`config.mk`:
```
export PLATFORM = sky130hd
export DESIGN_NAME = bus_arbiter
export DESIGN_NICKNAME = d
export VERILOG_FILES = /design/src/rtl/bus_pkg.sv /design/src/rtl/rr_pick.sv /design/src/rtl/bus_arbiter.sv
export SDC_FILE = /design/constraint.sdc
export NUM_CORES = 1
export LEC_CHECK = 0
export BUFFER_PORTS_ARGS = -buffer_cell sky130_fd_sc_hd__buf_4
export CORE_AREA = 2 2 97 99
export DETAILED_ROUTE_END_ITERATION = 7
export DIE_AREA = 0 0 99 101
export GPL_TIMING_DRIVEN = 0
export PLACE_DENSITY = 0.79
export SYNTH_ARGS = -nofsm -noshare
export SYNTH_HDL_FRONTEND = slang
export SYNTH_SLANG_ARGS = --single-unit
```
`constraint.sdc`:
```
create_clock -name clock -period 3 [get_ports clock]
set_clock_uncertainty 0.2 [all_clocks]
set_input_delay 0.15 -clock clock [delete_from_list [all_inputs] [get_ports clock]]
set_output_delay 0.15 -clock clock [all_outputs]
set_load 0.02 [all_outputs]
```
`src/rtl/bus_pkg.sv`:
```
// rtl/bus_pkg.sv - shared arbiter state encoding
package bus_pkg;

  typedef enum logic [1:0] {
    IDLE  = 2'd0,
    ISSUE = 2'd1,
    WAIT  = 2'd2
  } state_e;

endpackage

```
`src/rtl/rr_pick.sv`:
```
// rtl/rr_pick.sv - two-way round-robin picker; on a tie the master that did not win last time goes
module rr_pick (
  input  logic [1:0] req_i,
  input  logic       last_i,
  output logic       grant_o,
  output logic       valid_o
);

  always_comb begin
    valid_o = |req_i;
    grant_o = 1'b0;
    if (req_i == 2'b11) begin
      grant_o = ~last_i;
    end else begin
      grant_o = req_i[1];
    end
  end

endmodule

```
`src/rtl/bus_arbiter.sv`:
```
// rtl/bus_arbiter.sv - two-master round-robin arbiter in front of one BRAM port
module bus_arbiter
  import bus_pkg::*;
#(
  parameter  int ADDR_BITS      = 10,
  parameter  int BYTE_BITS      = 8,
  parameter  int BYTES_PER_WORD = 4,
  parameter  int TIMEOUT        = 15,
  localparam int WORD_BITS      = BYTE_BITS * BYTES_PER_WORD
) (
  input  logic                      clock,
  input  logic                      reset_n,
  input  logic [ADDR_BITS-1:0]      m0_addr,
  input  logic [WORD_BITS-1:0]      m0_in,
  output logic [WORD_BITS-1:0]      m0_out,
  input  logic [BYTES_PER_WORD-1:0] m0_select,
  input  logic                      m0_write,
  input  logic                      m0_strobe,
  output logic                      m0_ack,
  output logic                      m0_retry,
  input  logic [ADDR_BITS-1:0]      m1_addr,
  input  logic [WORD_BITS-1:0]      m1_in,
  output logic [WORD_BITS-1:0]      m1_out,
  input  logic [BYTES_PER_WORD-1:0] m1_select,
  input  logic                      m1_write,
  input  logic                      m1_strobe,
  output logic                      m1_ack,
  output logic                      m1_retry,
  output logic [ADDR_BITS-1:0]      s_addr,
  output logic [WORD_BITS-1:0]      s_in,
  input  logic [WORD_BITS-1:0]      s_out,
  output logic [BYTES_PER_WORD-1:0] s_select,
  output logic                      s_write,
  output logic                      s_strobe,
  input  logic                      s_ack,
  input  logic                      s_retry
);

  typedef struct packed {
    logic [ADDR_BITS-1:0]      addr;
    logic [WORD_BITS-1:0]      wdata;
    logic [BYTES_PER_WORD-1:0] select;
    logic                      write;
  } req_t;

  state_e state_q, state_d;
  logic   last_q, last_d;
  logic   owner_q, owner_d;
  logic   strobe_q, strobe_d;
  req_t   req_q, req_d;
  req_t   m0_req, m1_req;
  logic   grant, grant_valid;
  logic   timeout_hit, done_ack, done_retry, in_wait;

  assign m0_req = {m0_addr, m0_in, m0_select, m0_write};
  assign m1_req = {m1_addr, m1_in, m1_select, m1_write};

  rr_pick u_pick (
    .req_i  ({m1_strobe, m0_strobe}),
    .last_i (last_q),
    .grant_o(grant),
    .valid_o(grant_valid)
  );

  // Watchdog counts WAIT cycles; it only exists when a timeout is configured.
  generate
    if (TIMEOUT > 0) begin : g_wdog
      localparam int WD_BITS = $clog2(TIMEOUT + 1);
      logic [WD_BITS-1:0] wd_q, wd_d;

      always_comb begin
        wd_d = wd_q;
        if (state_q == ISSUE) begin
          wd_d = '0;
        end else if (state_q == WAIT) begin
          wd_d = wd_q + 1'b1;
        end
      end

      always_ff @(posedge clock or negedge reset_n) begin
        if (!reset_n) begin
          wd_q <= '0;
        end else begin
          wd_q <= wd_d;
        end
      end

      assign timeout_hit = (state_q == WAIT) && (wd_q == WD_BITS'(TIMEOUT - 1));
    end else begin : g_no_wdog
      assign timeout_hit = 1'b0;
    end
  endgenerate

  assign in_wait    = (state_q == WAIT);
  assign done_ack   = in_wait && s_ack;
  assign done_retry = in_wait && !s_ack && (s_retry || timeout_hit);

  always_comb begin
    state_d  = state_q;
    last_d   = last_q;
    owner_d  = owner_q;
    strobe_d = 1'b0;
    req_d    = req_q;
    case (state_q)
      IDLE: begin
        if (grant_valid) begin
          req_d    = grant ? m1_req : m0_req;
          strobe_d = 1'b1;
          owner_d  = grant;
          last_d   = grant;
          state_d  = ISSUE;
        end
      end
      ISSUE: state_d = WAIT;
      WAIT: begin
        if (done_ack || done_retry) begin
          state_d = IDLE;
        end
      end
      default: state_d = IDLE;
    endcase
  end

  always_ff @(posedge clock or negedge reset_n) begin
    if (!reset_n) begin
      state_q  <= IDLE;
      last_q   <= 1'b1;
      owner_q  <= 1'b0;
      strobe_q <= 1'b0;
      req_q    <= '0;
    end else begin
      state_q  <= state_d;
      last_q   <= last_d;
      owner_q  <= owner_d;
      strobe_q <= strobe_d;
      req_q    <= req_d;
    end
  end

  assign s_addr   = req_q.addr;
  assign s_in     = req_q.wdata;
  assign s_select = req_q.select;
  assign s_write  = req_q.write;
  assign s_strobe = strobe_q;

  // Only the owner sees slave data and completion pulses.
  assign m0_out   = (in_wait && !owner_q) ? s_out : '0;
  assign m1_out   = (in_wait &&  owner_q) ? s_out : '0;
  assign m0_ack   = done_ack   && !owner_q;
  assign m1_ack   = done_ack   &&  owner_q;
  assign m0_retry = done_retry && !owner_q;
  assign m1_retry = done_retry &&  owner_q;

endmodule

```
==> flow_metrics.tcl <==
set metrics [dict create \
    cpMaxStageDelayCell "dfrtp_1" \
    cts_tree "built" \
    clkLatencyLatePin_ns 0.31 \
    synth.ff_latch_count 56 \
    cap_violations 0 \
    ant_nets 0 \
    seq_area_frac_synth_pct 45.3 \
    dr_total_vias 3840 \
    fillCellCount 661 \
    tns_ns 0 \
    grt_start_max_net_pins 57 \
    wl_per_cell_um 16.3 \
    required_ns 2.65 \
    grt_remaining_overflow 0 \
    hold_path_class "in2reg" \
    crit_path_max_incr_delay_ns 0.39 \
    drtIter0Drc 62 \
    synth_async_sr_flop_share_pct 100 \
    cp-end-kind "output port" \
    core_area_sq_um 8980 \
    maxSlewHeadroom_pct 51.5 \
    layout-drive-gt1-share_pct 39.4 \
    viasPerCell 4.85 \
    synth_cells 329 \
    fmax_mhz 414 \
    drc 0 \
    clk_pin_slew_ns 0.09 \
    die_x_um 99 \
    synth_cell_types 29 \
    path_max_fanout 10 \
    wl_um 12900 \
    rsz0062_at_grt "false" \
    setup_viol 0 \
    powerDensity_nw_per_um2 755 \
    h-tree-depth 2 \
    cts_buffers 5 \
    ios 248 \
    final_max_slew_viol_count 0 \
    synthToLayoutAreaGrowth_pct 98.6 \
    ys.flop_type "dfrtp_1" \
    gp_congestion 0.906 \
    fin_crit_ns 2.41 \
    dieArea_sq_um 10000 \
    final_area_sq_um 6160 \
    total_power_mw 4.65 \
    cts_root_buf "clkbuf_8" \
    ctsLongestPathBuffers 2 \
    cts_resized 0 \
    numPortBuffers 247 \
    grt_antenna_before_repair 0 \
    crit_family "buffers and inverters" \
    ir_drop_mv 0.473 \
    grt_pass1_wl_um 19900 \
    avgSynthCellArea_sq_um 9.42 \
    final_nets 817 \
    fin_crit_sh_pct 80.4 \
    dp_hpwl_um 8740 \
    path_buf_inv 3 \
    first_pass_iters 5 \
    die_h_um 101 \
    synth_edf_count 0 \
    crit_type "reg2out" \
    yosys_warnings 0 \
    worstPathCellList "inv_1 -> ha_1 -> nor2b_1 -> clkbuf_1 -> and2_1 -> buf_4" \
    cts_sinks 56 \
    tightest_slew_ns 0.728 \
    placed_area_sq_um 5090 \
    syn_nets 466 \
    start_util_pct 34.5 \
    grt_pass1_vias 4105 \
    status "finished clean" \
    worst_ep_arrival_time_ns 2.06 \
    grt_usage_pct 25.0 \
    synthesis.area_sq_um 3100 \
    rows 35 \
    cp-start-kind "flop" \
    whs_ns 0.00217 \
    hold_viol 0 \
    diodes 0 \
    leakage_nw 3.37 \
]
==> metrics by stage <==
step	setup WS [ns]	instances	util, %
after global routing	0.387	792	68.6
after detailed placement	0.906	687	56.7
after floorplan	1.22	329	-
final	0.587	792	68.6
after global placement	0.929	687	56.7
after CTS	0.555	792	68.6
==> final timing paths <==
kind / endpoint / startpoint / cells past startpoint / slack (ns)
max: m0_out[15] / state_q[0] / 6 / 0.59
max reg2reg: s_addr[3] / last_q / 7 / 0.61
min: state_q[0] / s_ack / 4 / 0.002
max in group asynchronous: s_in[21] / reset_n / 2 / 1.88
min reg2reg: s_in[18] / s_in[18] / 2 / 0.29
min in group asynchronous: s_addr[1] / reset_n / 2 / 0.23
==> tightest hold or removal path: stages <==
cell and delay, ns:
buf_4 0.09, nor2b_1 0.06, a21oi_1 0.12, a21oi_1 0.05
==> flip-flops by register name (all words and copies together), names as in the netlist <==
name,count
state_q,2
s_in,32
last_q,1
s_select,4
s_strobe,1
s_addr,10
s_write,1
g_wdog.wd_q,4
owner_q,1
==> synthesized netlist by cell type, drive strengths merged (2+ instances only) <==
master  instances  area [sq um]
nand3           3          15.0
and3           33           206
clkbuf         15          57.6
a31oi           2          12.5
dfrtp          55          1380
buf            10          73.8
nor2            2          7.51
ha              5          62.6
and2           33           206
mux2i          48           480
inv             6          22.5
nor2b           3          18.8
nand2          49           184
o21ai          52           260
a21oi           3          15.0
==> logic make-up (layout without fill, tap and decap cells) <==
| family | Yosys count | count (layout) | synth area share [%] |
|---|---|---|---|
| and+or+nand+nor | 127 | 127 | 21.5 |
| muxes | 49 | 49 | 15.9 |
| DFF | 56 | 56 | 45.3 |
| AOI/OAI and AO/OA | 61 | 61 | 10.4 |
| buffers and inverters | 31 | 383 | 4.97 |
| adders and majority gates | 5 | 5 | 2.02 |
==> metal layers <==
metal  GRT usage [%]  vias to the layer above  routed length (um)
li1                -                     1821                   -
met1            24.1                     1806                4300
met2            50.9                      175                7400
met3            5.48                       38                 849
met4            9.59                        0                 393
met5               0                        -                   0
==> repair_timing <==
item                                   CTS  global route
setup buffers                            0             0
hold buffers                            97             0
endpoints found under the hold margin  103             0
==> power by group <==
group | internal [mW] | switching [mW]
logic | 1.27 | 1.58
registers | 1.13 | 0.237
clock network | 0.185 | 0.248
total | 2.58 | 2.06
==> final cells by class <==
type | instances | area (sq um) | share of cell area, %
well taps | 111 | 139 | 2.26
plain buffers | 25 | 131 | 2.13
inverters | 6 | 22.5 | 0.366
clock buffers | 6 | 82.6 | 1.34
flip-flops and latches | 56 | 1400 | 22.8
clock inverters | 2 | 10.0 | 0.163
repair buffers | 344 | 2830 | 45.9
multi-input cells | 242 | 1540 | 25.1
==> placed cells by master, fill, tap and decap left out, types with 5 or more instances in the layout <==
| master | netlist | routed |
|---|---|---|
| mux2i_1 | 48 | 48 |
| dlygate4sd3_1 | 0 | 97 |
| and2_1 | 33 | 33 |
| nand2_1 | 49 | 49 |
| ha_1 | 5 | 5 |
| buf_2 | 5 | 5 |
| buf_4 | 2 | 249 |
| clkbuf_1 | 14 | 14 |
| and3_1 | 33 | 33 |
| inv_1 | 6 | 6 |
| o21ai_1 | 20 | 20 |
| dfrtp_1 | 55 | 55 |
| o21ai_0 | 32 | 32 |
| clkbuf_8 | 0 | 6 |
Note: power is estimated with default switching activity, not from simulation.
